File: config.mk
export PLATFORM = sky130hd
export DESIGN_NAME = lcd_refresh_sequencer
export DESIGN_NICKNAME = d
export VERILOG_FILES = /design/src/rtl/lcd_refresh_sequencer.sv
export SDC_FILE = /design/constraint.sdc
export NUM_CORES = 1
export LEC_CHECK = 0
export ABC_AREA = 0
export CORE_AREA = 3 3 92 94
export CTS_BUF_LIST = sky130_fd_sc_hd__clkbuf_4 sky130_fd_sc_hd__clkbuf_8
export CTS_CLUSTER_SIZE = 20
export DETAILED_ROUTE_END_ITERATION = 8
export DIE_AREA = 0 0 95 97
export HOLD_SLACK_MARGIN = 0.03
export PLACE_DENSITY = 0.67
export SLEW_MARGIN = 10
export SYNTH_ARGS = -nofsm -noshare
export SYNTH_HDL_FRONTEND = slang
export SYNTH_SLANG_ARGS = --single-unit
File: constraint.sdc
create_clock -name clk -period 3.8 [get_ports clk]
set_clock_uncertainty 0.2 [all_clocks]
set_input_delay 0.57 -clock clk [delete_from_list [all_inputs] [get_ports clk]]
set_output_delay 0.57 -clock clk [all_outputs]
set_load 0.02 [all_outputs]
File: src/rtl/lcd_refresh_sequencer.sv
// lcd_refresh_sequencer
// Drives an HD44780-style LCD over an 8-bit parallel bus. After reset it waits
// out the power-up delay and sends the four init commands. It then scans
// register-file addresses 0..31 into display lines 1 and 2.
// Optional build macro: LCD_CURSOR_BLINK_EN. When defined, the display-on
// init command also turns the cursor and blink on (0x0F instead of 0x0C).
// Read-port timing: rfReadAddr is registered and becomes valid at the start of
// the FETCH cycle. rfData is sampled at the end of that cycle, so it is on the
// LCD bus for the whole SETUP cycle.
module lcd_refresh_sequencer #(
   parameter int POWERUP_CYCLES    = 1000000,
   parameter int ENABLE_CYCLES     = 25,
   parameter int WAIT_CYCLES       = 2500,
   parameter int CLEAR_WAIT_CYCLES = 100000,
   parameter int DELAY_W           = 21
) (
   input  logic       clk,
   input  logic       resetN,
   input  logic       enable,
   output logic [4:0] rfReadAddr,
   input  logic [7:0] rfData,
   output logic       lcdRs,
   output logic       lcdRw,
   output logic       lcdE,
   output logic [7:0] lcdData,
   output logic       initDone,
   output logic       frameDone
);

`ifdef LCD_CURSOR_BLINK_EN
   localparam logic [7:0] DISPLAY_CMD = 8'h0F;
`else
   localparam logic [7:0] DISPLAY_CMD = 8'h0C;
`endif

   localparam logic [7:0] LINE1_CMD = 8'h80;
   localparam logic [7:0] LINE2_CMD = 8'hC0;
   localparam logic [7:0] CLEAR_CMD = 8'h01;

   // Terminal counts: a timed state with parameter N lasts counts 0..N-1.
   localparam logic [DELAY_W-1:0] PWR_LAST   = DELAY_W'(POWERUP_CYCLES - 1);
   localparam logic [DELAY_W-1:0] EN_LAST    = DELAY_W'(ENABLE_CYCLES - 1);
   localparam logic [DELAY_W-1:0] WAIT_LAST  = DELAY_W'(WAIT_CYCLES - 1);
   localparam logic [DELAY_W-1:0] CLEAR_LAST = DELAY_W'(CLEAR_WAIT_CYCLES - 1);
   // Count value one cycle before the last HOLD cycle. Used to register frameDone early.
   localparam logic [DELAY_W-1:0] WAIT_PRE   = (WAIT_CYCLES >= 2) ? DELAY_W'(WAIT_CYCLES - 2) : '0;
   localparam logic [DELAY_W-1:0] CNT_ONE    = DELAY_W'(1);

   typedef enum logic [2:0] {
      ST_POWERUP,
      ST_IDLE,
      ST_FETCH,
      ST_SETUP,
      ST_PULSE,
      ST_HOLD
   } state_t;

   state_t             state;
   logic [DELAY_W-1:0] delay_cnt;
   logic [4:0]         char_idx;
   logic [1:0]         init_idx;
   logic               in_frame;   // 0 while the init commands are being sent
   logic               cmd_byte;   // current byte is a command, not a character

   logic is_clear;
   logic hold_last;
   logic last_byte;

   // Init command table, indexed by position in the init sequence.
   function automatic logic [7:0] init_cmd(input logic [1:0] idx);
      case (idx)
         2'd0:    init_cmd = 8'h38;
         2'd1:    init_cmd = DISPLAY_CMD;
         2'd2:    init_cmd = 8'h06;
         default: init_cmd = CLEAR_CMD;
      endcase
   endfunction

   assign is_clear  = !lcdRs && (lcdData == CLEAR_CMD);
   assign hold_last = is_clear ? (delay_cnt == CLEAR_LAST) : (delay_cnt == WAIT_LAST);
   assign last_byte = in_frame && !cmd_byte && (char_idx == 5'd31);
   assign lcdRw     = 1'b0;

   // Sequencer FSM: the power-up wait, the shared byte sub-sequence, and frame scanning.
   always_ff @(posedge clk or negedge resetN) begin
      if (!resetN) begin
         state      <= ST_POWERUP;
         delay_cnt  <= '0;
         char_idx   <= '0;
         init_idx   <= '0;
         in_frame   <= 1'b0;
         cmd_byte   <= 1'b0;
         rfReadAddr <= '0;
         lcdRs      <= 1'b0;
         lcdE       <= 1'b0;
         lcdData    <= '0;
         initDone   <= 1'b0;
         frameDone  <= 1'b0;
      end else begin
         frameDone <= 1'b0;
         case (state)
            ST_POWERUP: begin
               if (delay_cnt == PWR_LAST) begin
                  delay_cnt <= '0;
                  init_idx  <= 2'd0;
                  cmd_byte  <= 1'b1;
                  lcdRs     <= 1'b0;
                  lcdData   <= init_cmd(2'd0);
                  state     <= ST_SETUP;
               end else begin
                  delay_cnt <= delay_cnt + CNT_ONE;
               end
            end

            ST_IDLE: begin
               if (enable) begin
                  in_frame <= 1'b1;
                  cmd_byte <= 1'b1;
                  char_idx <= '0;
                  lcdRs    <= 1'b0;
                  lcdData  <= LINE1_CMD;
                  state    <= ST_SETUP;
               end
            end

            ST_FETCH: begin
               // rfReadAddr has been stable for this cycle, so rfData is valid.
               lcdRs   <= 1'b1;
               lcdData <= rfData;
               state   <= ST_SETUP;
            end

            ST_SETUP: begin
               delay_cnt <= '0;
               lcdE      <= 1'b1;
               state     <= ST_PULSE;
            end

            ST_PULSE: begin
               if (delay_cnt == EN_LAST) begin
                  delay_cnt <= '0;
                  lcdE      <= 1'b0;
                  state     <= ST_HOLD;
                  if (last_byte && (WAIT_CYCLES == 1))
                     frameDone <= 1'b1;
               end else begin
                  delay_cnt <= delay_cnt + CNT_ONE;
               end
            end

            ST_HOLD: begin
               if (hold_last) begin
                  delay_cnt <= '0;
                  if (!in_frame) begin
                     if (init_idx == 2'd3) begin
                        initDone <= 1'b1;
                        state    <= ST_IDLE;
                     end else begin
                        init_idx <= init_idx + 2'd1;
                        lcdData  <= init_cmd(init_idx + 2'd1);
                        state    <= ST_SETUP;
                     end
                  end else if (cmd_byte) begin
                     // A line-address command is always followed by that line's first character.
                     cmd_byte   <= 1'b0;
                     rfReadAddr <= char_idx;
                     state      <= ST_FETCH;
                  end else if (char_idx == 5'd15) begin
                     char_idx <= 5'd16;
                     cmd_byte <= 1'b1;
                     lcdRs    <= 1'b0;
                     lcdData  <= LINE2_CMD;
                     state    <= ST_SETUP;
                  end else if (char_idx == 5'd31) begin
                     // Frame boundary: enable is only looked at here.
                     char_idx <= '0;
                     if (enable) begin
                        cmd_byte <= 1'b1;
                        lcdRs    <= 1'b0;
                        lcdData  <= LINE1_CMD;
                        state    <= ST_SETUP;
                     end else begin
                        state <= ST_IDLE;
                     end
                  end else begin
                     char_idx   <= char_idx + 5'd1;
                     rfReadAddr <= char_idx + 5'd1;
                     state      <= ST_FETCH;
                  end
               end else begin
                  delay_cnt <= delay_cnt + CNT_ONE;
                  if (last_byte && (WAIT_CYCLES >= 2) && (delay_cnt == WAIT_PRE))
                     frameDone <= 1'b1;
               end
            end

            default: begin
               state <= ST_POWERUP;
            end
         endcase
      end
   end

endmodule
# == Word level (Yosys, flattened, before mapping) ==
# Cells that the tools add are included.
# word_totals
output_inout_bits,18
rom_bits,0
latchBits,0
mem_count,0
ram_bits,0
reg_bits,50
inputBits,11
wordCells,133
# classes
mul,0
shifts,0
div_mod_pow,0
eq_ne,30
order_cmp,0
bitwise,1
addsub,3
mux,63
reduce_logical,24
# op_table
operator,count
$pmux W21 S4,1
$mux W8,8
$mux W21,3
$mux W5,9
$eq A21 B12 Y1 const B,2
$pmux W8 S4,1
$mux W3,8
$add A21 B1 Y21 const B,1
$eq A21 B17 Y1 const B,1
$eq A21 B20 Y1 const B,1
$eq A21 B5 Y1 const B,1
$mux W1,20
$ne A2 B2 Y1 const B,10
$reduce_and A5 Y1,4
$pmux W3 S6,1
$pmux W6 S3,1
$mux W2,6
$reduce_and A6 Y1,2
$pmux W5 S2,1
$ne A3 B3 Y1 const B,3
$eq A8 B1 Y1 const B,1
$reduce_and A4 Y1,2
$reduce_bool A4 Y1,2
$eq A3 B2 Y1 const B,2
other kinds (21),30

# == Logic depth before layout (Yosys ltp) ==
# logic_depth
ltp_word,7
depth_mapped,10
depth_no_buf,9

# == Worst setup path before layout ==
# Ideal clock, no wire load.
# synth_timing
path_type,flip-flop to flip-flop
startpoint,register char_idx[0]
endpoint,register lcdData[4]
path_stages_with_launch,11
required_time_ps,3478
setup_time_ps,122
slack_ps,1183
n_path_buf,1
synth_period_minus_slack_ps,2617
t_arrival_ps,2296
cell_sequence,dfrtp_1 -> ha_1 -> and3_1 -> ha_1 -> clkbuf_1 -> nor2_1 -> nor3_1 -> o31ai_1 -> a221oi_2 -> and2_1 -> a32o_1
# synth_via
elab_chain_len,6
word_cells_on_any_way,9
classes_between,3 x eq/ne; 5 x mux; 1 x reduce/logical
# synth_lines
item,line_no,rtl
"start, declared",60,logic [4:0] char_idx;
"start signal, assigned",186,char_idx <= char_idx + 5'd1;
$eq A5 B4 Y1,168,end else if (char_idx == 5'd15) begin
$mux W8,168,
$mux W8,163,end else if (cmd_byte) begin
$mux W8,154,if (!in_frame) begin
$mux W8,152,if (hold_last) begin
$pmux W8 S4,101,case (state)
"end signal, assigned",108,lcdData <= init_cmd(2'd0);
"end signal, assigned",129,lcdData <= rfData;
"end signal, assigned",160,lcdData <= init_cmd(init_idx + 2'd1);
"end, declared",25,"output logic [7:0] lcdData,"
# Several ways; a longest one is shown, not always the timed one. The select of a mux whose other input is x is not followed.
# A chain may end at the register's enable or synchronous reset.

# == Final worst setup path ==
# layout_timing
startpoint,register delay_cnt[14]
endpoint,register delay_cnt[8]
# layout_via
elab_chain_len,4
word_cells_on_any_way,9
classes_between,4 x eq/ne; 5 x mux
# layout_lines
item,line_no,rtl
"start, declared",59,logic [DELAY_W-1:0] delay_cnt;
"start signal, assigned",111,delay_cnt <= delay_cnt + CNT_ONE;
"start signal, assigned",147,delay_cnt <= delay_cnt + CNT_ONE;
"start signal, assigned",191,delay_cnt <= delay_cnt + CNT_ONE;
$eq A21 B12 Y1 or $eq A21 B17 Y1 (tied branches),80,assign hold_last = is_clear ? (delay_cnt == CLEAR_LAST) : (delay_cnt == WAIT_LAST);
$mux W1,80,
$mux W21,152,
$pmux W21 S4 *,101,
# Every way passes the cells marked *; elsewhere a longest branch is shown, timed or not.

==> flow_metrics.tcl <==
set metrics [dict create \
    status "finished clean" \
    rrSetupSlack_ns 0.82 \
    io_buffers 27 \
    crit_fanout 25 \
    cap_violations 0 \
    multi_input_area_um2 1980 \
    numCtsBuffers 5 \
    row_count 32 \
    drv_slew 0 \
    die_area_um2 9220 \
    cp_data_arrival_time_ns 2.98 \
    antenna_found_initial 0 \
    rr_worst_depth 5 \
    wl_per_cell_um 17.7 \
    grt_setup_unrepaired "no" \
    cp-start-kind "flop" \
    cts_max_level 2 \
    slowest_stage "or4_4" \
    synthCells 386 \
    viasPerCell 6.18 \
    grt_pass1_wl_um 15000 \
    synth_edf_count 0 \
    ant_nets 0 \
    core_area_um2 7730 \
    grt_max_degree 29 \
    cts.sinks 50 \
    mostFrequentLayoutCells "dfrtp_1 (50), nand2_1 (29), nor2_1 (28), clkdlybuf4s50_1 (26), nand3_1 (22)" \
    cts-root-buf "clkbuf_8" \
    dieWidth_um 95 \
    clkLatencyLatePin_ns 0.31 \
    drc 0 \
    dp_hpwl_um 6400 \
    die_height_um 97 \
    grt_pass1_vias 2939 \
    critPathKind "flop to flop" \
    grt_usage_pct 20.1 \
    r2r_end "delay_cnt[8]" \
    leakagePower_nw 1.51 \
    area.sequential_um2 1250 \
    power_w 0.00232 \
    nets 419 \
    num_io_pins 29 \
    num_antenna_cells 0 \
    p_per_area_nw_per_um2 603 \
    met2_usage_pct 32.5 \
    rr_startpoint "delay_cnt[14]" \
    crit_family "simple AND/OR/NAND/NOR gates" \
    synth_nets 407 \
    worst_ep_required_time_ns 3.80 \
    yosys_most_used_dff "dfrtp_1" \
    maxSlewHeadroom_pct 37.7 \
    fin_crit_ns 2.98 \
    met1_usage_pct 28.7 \
    netlist-cell-type-count 77 \
    routabilityCongestion 0.919 \
    postCtsHoldBufs 0 \
    drive_gt1_share_pct 7.52 \
    worst_pin_slew_ns 0.927 \
    cts_max_path_buffers 2 \
    dr.pass1.iters 5 \
    ys_warn_count 0 \
    start_util_pct 44.2 \
    synthArstFlopShare_pct 100 \
    timing_hold_violations_final 0 \
    critical-path-max-stage-delay_ns 0.58 \
    fin_crit_sh_pct 78.4 \
    seq_area_frac_synth_pct 36.6 \
    syn_to_final_growth_pct 12.9 \
    syn_avg_cell_area_um2 8.85 \
    crit_buf_inv 0 \
    syn_area_um2 3420 \
    clk_pin_slew_ns 0.10 \
    vias 3094 \
    worstHoldPathType "input port to asynchronous set/reset pin" \
    irDropWorstVdd_v 0.000315 \
    gr-usage-met3_pct 2.64 \
    cts_tree "yes" \
    fillers 730 \
    fmax_ghz 0.336 \
    setup_viol 0 \
    synth-seq-cells 50 \
    gr-total-overflow 0 \
    post_cts_resized 0 \
    path_cells "or4_4 -> nor3_2 -> a31oi_4 -> or2_1 -> a22o_1" \
    grt_busiest_layer "met2" \
    post_cts_buffers 0 \
    layout_commonest_cell "dfrtp_1" \
    drt_iter0_drc 195 \
    setup_tns_ns 0 \
    routed_wl_um 8860 \
    crit_path_end_kind "flop" \
]
## stage by stage
step	worst slack (ns)	utilization, %	area [um^2]	cells	hold slack (ns)
floorplan	1.18	-	3420	386	0.0744
global placement	0.938	48.1	3710	493	0.261
detailed placement	0.861	48.1	3710	493	0.264
CTS	0.858	49.9	3860	501	0.0604
global route	0.575	49.9	3860	501	0.0622
finish	0.822	49.9	3860	501	0.0283
## state kept, by name (all words and copies together), names as in the netlist
register,flops
lcdData,8
lcdE,1
lcdRs,1
cmd_byte,1
initDone,1
state,3
rfReadAddr,5
init_idx,2
char_idx,5
in_frame,1
delay_cnt,21
frameDone,1
## layout make-up
type	count	area share [%]
Timing Repair Buffer	30	7.46
Multi-Input combinational cell	292	51.2
Sequential cell	50	32.4
Tap cell	102	3.31
Clock inverter	2	1.56
Clock buffer	6	2.14
Inverter	19	1.85
## logic make-up after synthesis
kind of cell	share of synthesized area (%)
AOI/OAI and AO/OA	25.3
xor gates and xnor gates	1.28
adders and majority gates	3.66
buffers and inverters	5.53
DFF	36.6
muxes	3.00
other	0.110
and+or+nand+nor	24.5
## synthesized netlist by cell type (5+ instances only)
library cell / count / area share [%]
a22o_1: 9 / 2.3
o311ai_0: 6 / 1.5
nor2_1: 28 / 3.1
mux2_1: 5 / 1.6
and3_1: 5 / 0.92
clkbuf_1: 15 / 1.6
o2bb2ai_1: 10 / 2.6
nand4_1: 6 / 1.1
nand2b_1: 6 / 1.1
nand2_1: 29 / 3.2
dfrtp_1: 50 / 37
a21oi_1: 21 / 3.1
nor2b_1: 5 / 0.92
inv_1: 19 / 2.1
and4_1: 7 / 1.8
o21ai_0: 21 / 3.1
nor3_1: 13 / 1.9
ha_1: 10 / 3.7
nand3_1: 22 / 3.2
## where the power goes
part / internal (W) / switching (W) / total (W)
Sequential: 0.000635 / 0.000144 / 0.000779
Clock: 0.000281 / 0.000196 / 0.000477
Combinational: 0.000410 / 0.000658 / 0.00107
Total: 0.00133 / 0.000998 / 0.00232
## how the worst max path moves through the flow
| stage | cells past startpoint | start | to | slack (ns) |
|---|---|---|---|---|
| finish | 5 | delay_cnt[14] | delay_cnt[8] | 0.82 |
| global route | 9 | char_idx[0] | lcdData[3] | 0.58 |
| CTS | 5 | delay_cnt[14] | delay_cnt[8] | 0.86 |
| detailed placement | 5 | delay_cnt[14] | delay_cnt[8] | 0.86 |
| global placement | 6 | delay_cnt[9] | delay_cnt[14] | 0.94 |
| floorplan | 10 | char_idx[0] | lcdData[4] | 1.18 |
## per-layer routing
layer | wire (um) | vias up | share of wire [%]
met2 | 4290 | 122 | 48
met4 | 106 | 0 | 1.2
met3 | 509 | 14 | 5.7
met1 | 3950 | 1488 | 45
met5 | 0 | - | 0
li1 | - | 1470 | -
Power figures use the tool's default switching activity.
